<file path="config.mk">
export PLATFORM = sky130hd
export DESIGN_NAME = uart_tx_stream
export DESIGN_NICKNAME = d
export VERILOG_FILES = /design/src/rtl/uart_tx_stream.sv
export SDC_FILE = /design/constraint.sdc
export NUM_CORES = 1
export LEC_CHECK = 0
export ABC_AREA = 1
export CORE_ASPECT_RATIO = 1.75
export CORE_MARGIN = 2
export CORE_UTILIZATION = 36
export DETAILED_ROUTE_END_ITERATION = 7
export PLACE_DENSITY = 0.58
export SLEW_MARGIN = 30
export SYNTH_ARGS = -nofsm -noshare
export SYNTH_HDL_FRONTEND = slang
export SYNTH_SLANG_ARGS = --single-unit
</file>
<file path="constraint.sdc">
create_clock -name clk -period 2 [get_ports clk]
set_input_delay 0.3 -clock clk [delete_from_list [all_inputs] [get_ports clk]]
set_output_delay 0.3 -clock clk [all_outputs]
set_load 0.05 [all_outputs]
</file>
<file path="src/rtl/uart_tx_stream.sv">
// Free-running 8N1 UART beacon: serialises `data` forever as idle, start, 8 data bits LSB-first, stop.
// Latency: data sampled at the end of the idle bit; tx follows each state decision by one clk edge.
// Backpressure: none; there is no handshake and the frame cadence is fixed at 11 bit periods.
module uart_tx_stream #(
  parameter int BAUD = 9600,
  parameter int F    = 50000000
) (
  input  logic       clk,
  input  logic       rst,
  input  logic [7:0] data,
  output logic       tx
);

  localparam int CLKS_PER_BIT = F / BAUD;
  // Guard keeps the counter at least one bit wide even when the check below fires.
  localparam int CW = (CLKS_PER_BIT > 1) ? $clog2(CLKS_PER_BIT) : 1;
  localparam logic [CW-1:0] CNT_LAST = CW'(CLKS_PER_BIT - 1);

  generate
    if (CLKS_PER_BIT < 2) begin : g_bad_divider
      $error("uart_tx_stream: F/BAUD must be at least 2");
    end
  endgenerate

  typedef enum logic [1:0] {
    S_START = 2'b00,
    S_DATA  = 2'b01,
    S_STOP  = 2'b10,
    S_IDLE  = 2'b11
  } state_t;

  state_t          state_q, state_d;
  logic [CW-1:0]   cnt_q, cnt_d;
  logic [2:0]      bit_q, bit_d;
  logic [7:0]      shift_q, shift_d;
  logic            tx_q, tx_d;
  logic            period_end;

  // State register; reset parks the line high in IDLE, abandoning any partial frame.
  always_ff @(posedge clk or negedge rst) begin
    if (!rst) begin
      state_q <= S_IDLE;
      cnt_q   <= '0;
      bit_q   <= '0;
      shift_q <= '0;
      tx_q    <= 1'b1;
    end else begin
      state_q <= state_d;
      cnt_q   <= cnt_d;
      bit_q   <= bit_d;
      shift_q <= shift_d;
      tx_q    <= tx_d;
    end
  end

  // Next-state, bit timing and line level; tx is derived from the current state so every
  // transition reaches the pin exactly one edge after it is decided.
  always_comb begin
    state_d    = state_q;
    bit_d      = bit_q;
    shift_d    = shift_q;
    tx_d       = 1'b1;
    period_end = (cnt_q == CNT_LAST);
    cnt_d      = period_end ? '0 : cnt_q + CW'(1);

    case (state_q)
      S_IDLE: begin
        tx_d = 1'b1;
        if (period_end) begin
          shift_d = data;
          state_d = S_START;
        end
      end
      S_START: begin
        tx_d = 1'b0;
        if (period_end) begin
          bit_d   = 3'd0;
          state_d = S_DATA;
        end
      end
      S_DATA: begin
        tx_d = shift_q[bit_q];
        if (period_end) begin
          if (bit_q == 3'd7) begin
            state_d = S_STOP;
          end else begin
            bit_d = bit_q + 3'd1;
          end
        end
      end
      S_STOP: begin
        tx_d = 1'b1;
        if (period_end) begin
          state_d = S_IDLE;
        end
      end
      default: begin
        tx_d    = 1'b1;
        state_d = S_IDLE;
      end
    endcase
  end

  assign tx = tx_q;

endmodule

</file>
* Word level (Yosys, flattened, before mapping)
Cells that the tools add are included.
Word-level totals: output and inout bits 1, memory bits (writable) 0, memories 0, bits in latches 0, register bits after elaboration 27, bits of input ports 10, bits in read-only memories 0
Operators by class: order comparisons 1, reduce and logical (&&, ||, !) cells 6, bitwise logic cells 0, $mul 0, muxes and demuxes 14, shifts and indexed selects 0, eq/ne operators 11, div/mod/pow operators 0, $add $sub $neg 2
Operator list (count):
- $add A13 B1 Y13 const B | 1
- $eq A13 B13 Y1 const B | 1
- $mux W13 | 1
- $ne A2 B2 Y1 const B | 6
- $mux W2 | 5
- $mux W3 | 3
- $pmux W2 S4 | 1
- $pmux W3 S2 | 1
- $reduce_and A5 Y1 | 1
- $eq A2 B2 Y1 const B | 2
- $lt A3 B4 Y1 const B | 1
- $reduce_and A4 Y1 | 1
- $add A3 B1 Y3 const B | 1
- $bmux W1 S3 | 1
- $eq A3 B3 Y1 const B | 1
- $pmux W1 S3 | 1
- $eq A2 B1 Y1 const B | 1
- $logic_not A2 Y1 | 1
- $reduce_and A2 Y1 | 1
- $reduce_bool A2 Y1 | 1
- $reduce_or A2 Y1 | 1
- $mux W1 | 1

* Depth between registers and ports, before layout
Gate-level depths: netlist (run 1).
word-level depth 4, mapped depth 9

* Worst setup path before layout (run 1)
Ideal clock, no wire load.
kind reg-to-reg, from reg state_q[0], to reg bit_q[1], arrival time 1388 ps, cell stages (with the launch flop) 9, clock period less this slack 1509 ps, setup time 121 ps, required time 1879 ps, setup slack 491 ps, cells stage by stage dfstp_2 ha_1 inv_1 nor2_1 inv_2 o21ai_1 nand4_1 nand2_1 o21ai_1
Between the ends: cells in the longest elaborated chain, start to end 3, elaborated cells on any way between the ends 8, classes of those cells 4 x eq/ne; 1 x mux; 3 x reduce/logical
RTL lines:
- start: declaration | RTL line 32 | state_t state_q, state_d;
- start signal: assignment | RTL line 48 | state_q <= state_d;
- $eq A2 B1 Y1 / $logic_not A2 Y1 (equally long branches) | RTL line 66 | case (state_q)
- $ne A2 B2 Y1 (no line) / $reduce_bool A2 Y1 (equally long branches)
- $reduce_and A4 Y1 (no line)
- end signal: assignment | RTL line 50 | bit_q <= bit_d;
- end: declaration | RTL line 34 | logic [2:0] bit_q, bit_d;
Parallel ways exist; a longest one is shown, timed or not. A chain may end at the register's enable or synchronous reset.

* Worst setup path in the final report (run 1)
from reg tx_q, in the netlist tx, to out tx
RTL lines:
- start: declaration | RTL line 36 | logic tx_q, tx_d;
- start signal: assignment | RTL line 52 | tx_q <= tx_d;
- end: declaration | RTL line 11 | output logic tx
No word-level cell between the ends.

==> results of run 1 <==
## power breakdown
part	total, mW	switching, mW	internal, mW
registers	0.546	0	0.546
logic	0.0296	0.0131	0.0165
clock network	0.308	0.166	0.143
## registers in the layout (all words and copies together), names as in the netlist
register  count
bit_q         3
cnt_q        13
shift_q       8
state_q       2
tx            1
## final timing paths
check / cells after the start / slack, ps / startpoint / to
max: 1 / 120 / tx / tx
min: 2 / 400 / rst / cnt_q[6]
max reg2reg: 8 / 300 / state_q[0] / bit_q[1]
min reg2reg: 2 / 480 / shift_q[2] / shift_q[2]
max in group asynchronous: 2 / 1300 / rst / state_q[0]
min in group clk: 2 / 480 / shift_q[2] / shift_q[2]
## metrics by stage
step | cells | setup slack [ps] | power, mW
after global routing | 261 | 71.6 | 0.932
after global placement | 257 | 379 | 0.587
after floorplan | 197 | 491 | 0.556
after detailed placement | 257 | 315 | 0.587
after CTS | 261 | 103 | 0.904
final | 261 | 117 | 0.883
## cells by family (layout without fill, tap and decap cells)
logic type | Yosys count | after routing | synth area share
compound gates | 12 | 12 | 0.0405
xor+xnor | 1 | 1 | 0.00567
fa+ha+maj | 8 | 8 | 0.0648
buf+inv | 40 | 55 | 0.104
flops | 27 | 27 | 0.440
simple gates | 109 | 109 | 0.346
## Yosys cell counts
library cell	n
ha_1	8
o21ai_1	7
nand3_1	13
nor3_4	1
nor3_2	3
nand2_1	54
inv_1	34
o21ai_0	2
o21bai_1	1
buf_2	2
nand4_1	12
nand3b_1	3
dfrtp_1	24
buf_6	1
nand3_2	1
nand2_4	1
xor2_1	1
inv_2	3
dfstp_2	3
nor3_1	1
nand2_2	3
a21oi_1	2
nor2_1	16
nand3_4	1
## cell type report
type	count	area, sq um
Timing Repair Buffer	14	130
Multi-Input combinational cell	130	706
Inverter	37	139
Clock buffer	4	45.0
Tap cell	49	61.3
Sequential cell	27	679
Fill cell	411	2390
## layer usage
layer / share of wire / wire length [um] / GRT usage
met3: 0.018 / 59 / 0.0199
met4: 0.010 / 33 / 0.0598
met5: 0 / 0 / 0
met2: 0.57 / 1820 / 0.283
met1: 0.40 / 1280 / 0.145
## layout by cell type, fill, tap and decap left out
cell	n
nand2_1	54
inv_1	34
dfrtp_1	24
nor2_1	16
nand3_1	13
nand4_1	12
clkdlybuf4s50_1	10
ha_1	8
o21ai_1	7
buf_4	4
nand3b_1	3
nand2_2	3
inv_2	3
nor3_2	3
clkbuf_8	3
dfstp_2	3
a21oi_1	2
o21ai_0	2
nor3_1	1
xor2_1	1
nor3_4	1
nand3_4	1
o21bai_1	1
nand3_2	1
nand2_4	1
clkbuf_1	1
==> flow_summary_export.csv, run 1 <==
group,metric,value,unit
status,status,"completed",
clock_tree,path_clk_slew,90,ps
sta,finalHoldViolCount,0,
die,die_h,90.7,um
synth,syn-num-nets,215,
drt,detail_route.wl_per_cell,12.3,um
sta,fin_crit_sh,0.941,
cells_and_area,area_delta_synth_final,13.9,%
synth,yosysTopAreaCell,"dfrtp_1",
drt,remaining_drc_errors,0,
cells_and_area,drive_gt1_frac,0.108,
synth,seq_area_frac_synth,0.440,
sta,rsz0062_at_grt,"no",
die,core_area,4150,sq um
setup_path,worstSetupPathType,"reg2out",
die,core.rowCount,31,
global_routing,grt_use_total,0.147,
drt,first_iter_violations,34,
placement,port_buffers,10,
sta,setup_viol,0,
synth,synthDominantCellAreaShare,0.389,
setup_path,cp_max_fo,1,
sta,min_period,1880,ps
clock_tree,cts_setup_buffers,0,
die,io_pins,11,
placement,place_area,1720,sq um
global_routing,grt_pass1_vias,1316,
sta,tightest_slew,490,ps
clock_tree,cts_sinks,27,
drt,ant_nets,0,
setup_path,start_kind,"flop",
sta,clock_skew,7.87,ps
setup_path,path_delay_family,"buffers and inverters",
power_and_ir_drop,irDropWorstVdd,0.292,mV
clock_tree,cts_resized,0,
synth,synth_area,1550,sq um
global_routing,grt_pass1_wl,5360,um
global_routing,grt-ovfl-total,0,
cells_and_area,n_antenna_cell,0,
power_and_ir_drop,p_per_area,502,nW/um^2
cells_and_area,stdcell_area,1760,sq um
clock_tree,cts_hold_buf,0,
synth,syn_inst,197,
synth,synth_warnings,0,
synth,ys_types,24,
sta,timing.fmax,531,MHz
flow_run,cap_violations,0,
die,dieArea,4850,sq um
drt,routed_wl,3200,um
setup_path,critPathMaxStageDelay,790,ps
sta,slew_violations,0,
clock_tree,clockBufferDepth,2,
drt,vias,1261,
clock_tree,clk_latency,270,ps
die,start_util,0.372,
drt,dr.pass1.iters,4,
setup_path,slowest_stage,"clkdlybuf4s50_1",
global_routing,antenna_found_initial,0,
synth,syn_avg_cell_area,7.84,sq um
synth,synth-seq-cells,27,
die,die_w,53.5,um
clock_tree,cts_root_buffer,"clkbuf_8",
placement,routabilityCongestion,0.800,
synth,synthTopCellsByArea,"dfrtp_1, nand2_1, inv_1",
cells_and_area,fin_util,0.424,
clock_tree,numCtsBuffers,3,
global_routing,grt_max_degree,28,
sta,setup_tns,0,ps
setup_path,worstPathCellList,"clkdlybuf4s50_1",
placement,hpwlAfterDp,2450,um
setup_path,required,1700,ps
drt,avgViaCountPerCell,4.83,
setup_path,path_buf_inv,1,
clock_tree,cts_tree,"yes",
clock_tree,cts_max_level,1,
sta,slew_headroom,0.672,
sta,hold_slack,401,ps
setup_path,end_kind,"output pin",
cells_and_area,finalNetCount,231,
min_path,hp-class,"in2async",
power_and_ir_drop,leakage,0.885,nW
setup_path,cp.arrival,1580,ps
(Power assumes the default switching activity.)
==> run 2: changes to the inputs <==
Settings changed: CORE_UTILIZATION 36 to 54, PLACE_DENSITY 0.58 to 0.79.
==> flow_summary_export.csv, run 2 (synthesis gave the netlist of run 1 again) <==
group,metric,value,unit
status,status,"completed",
cells_and_area,largest_register_ffs,13,
sta,tightest_slew,495,ps
placement,hpwlAfterDp,2350,um
clock_tree,clk_latency,270,ps
die,dieArea,3320,sq um
power_and_ir_drop,irDropWorstVdd,0.484,mV
sta,setup_viol,0,
drt,detail_route.wl_per_cell,12.6,um
sta,clock_skew,5.00,ps
cells_and_area,area_delta_synth_final,12.1,%
setup_path,slowest_stage,"clkdlybuf4s50_1",
global_routing,grt_max_degree,28,
drt,ant_nets,0,
drt,remaining_drc_errors,0,
die,core_area,2720,sq um
min_path,hp-class,"in2async",
drt,avgViaCountPerCell,5.23,
die,io_pins,11,
cells_and_area,n_antenna_cell,0,
clock_tree,cts_sinks,27,
drt,dr.pass1.iters,4,
setup_path,startpoint,"tx",
clock_tree,path_clk_slew,90,ps
clock_tree,cts_tree,"yes",
clock_tree,cts_hold_buf,0,
die,core.rowCount,25,
sta,setup_tns,0,ps
cells_and_area,reg_top3,"cnt_q (13), shift_q (8), bit_q (3)",
sta,slew_headroom,0.669,
global_routing,grt_pass1_vias,1265,
cells_and_area,final_common_cell,"nand2_1",
sta,min_period,1890,ps
sta,hold_slack,400,ps
global_routing,grt_pass1_wl,5020,um
setup_path,path_buf_inv,1,
setup_path,cp.depth,1,
drt,vias,1250,
global_routing,grt-ovfl-total,0,
sta,fin_crit_sh,0.943,
global_routing,grt_use_total,0.207,
clock_tree,cts_max_level,1,
sta,rsz0062_at_grt,"no",
drt,routed_wl,3010,um
clock_tree,cts_setup_buffers,0,
cells_and_area,top_register,"cnt_q",
setup_path,cp_max_fo,1,
sta,slew_violations,0,
cells_and_area,final_cell_mix,"nand2_1, inv_1, dfrtp_1",
sta,finalHoldViolCount,0,
cells_and_area,drive_gt1_frac,0.108,
setup_path,worstSetupPathType,"reg2out",
die,die_h,74.8,um
setup_path,r2r_slack,300,ps
setup_path,path_delay_family,"buffers and inverters",
setup_path,reg2reg_from,"state_q[0]",
clock_tree,clockBufferDepth,2,
global_routing,antenna_found_initial,0,
setup_path,cp.arrival,1590,ps
die,die_w,44.4,um
power_and_ir_drop,leakage,0.885,nW
cells_and_area,finalNetCount,231,
die,start_util,0.568,
setup_path,end_kind,"output pin",
placement,routabilityCongestion,0.862,
setup_path,required,1700,ps
setup_path,reg2reg_to,"bit_q[1]",
clock_tree,cts_root_buffer,"clkbuf_8",
placement,port_buffers,10,
power_and_ir_drop,total_power,0.883,mW
flow_run,cap_violations,0,
sta,timing.fmax,530,MHz
cells_and_area,n_fill_cell,244,
cells_and_area,fin_util,0.637,
clock_tree,numCtsBuffers,3,
setup_path,start_kind,"flop",
drt,first_iter_violations,35,
power_and_ir_drop,p_per_area,510,nW/um^2
setup_path,r2r_cells,8,
setup_path,critPathMaxStageDelay,790,ps
setup_path,worstPathCellList,"clkdlybuf4s50_1",
clock_tree,cts_resized,0,
run 2: area by class of cell:
type	instances	area, sq um	area share
Timing Repair Buffer	14	130	0.0751
Sequential cell	27	679	0.392
Clock buffer	4	45.0	0.0260
Tap cell	27	33.8	0.0195
Multi-Input combinational cell	130	706	0.407
Inverter	37	139	0.0801
run 2: routing by layer:
| layer | track usage | vias to the layer above | wire, um |
|---|---|---|---|
| li1 | - | 648 | - |
| met1 | 0.190 | 581 | 1160 |
| met5 | 0 | - | 0 |
| met4 | 0.108 | 0 | 72 |
| met2 | 0.420 | 13 | 1750 |
| met3 | 0.0216 | 8 | 35 |
run 2: how the worst max path moves through the flow:
stage | endpoint | slack [ps]
4_1_cts | tx | 100
2_1_floorplan | bit_q[1] | 490
5_1_grt | bit_q[1] | 60
3_3_place_gp | bit_q[2] | 410
3_5_place_dp | bit_q[1] | 310
6_report | tx | 110
run 2: where the power goes:
part	total (mW)	internal [mW]	switching (mW)	leakage, nW
Combinational	0.0295	0.0165	0.0129	0.552
Sequential	0.546	0.546	0	0.310
Clock	0.308	0.143	0.165	0.0228
Total	0.883	0.705	0.178	0.885
run 2: stage by stage:
step           cells  worst slack [ps]  area [sq um]
2_1_floorplan    197               491          1550
3_3_place_gp     235               412          1690
3_5_place_dp     235               308          1690
4_1_cts          239               103          1730
5_1_grt          239              62.4          1730
6_report         239               114          1730
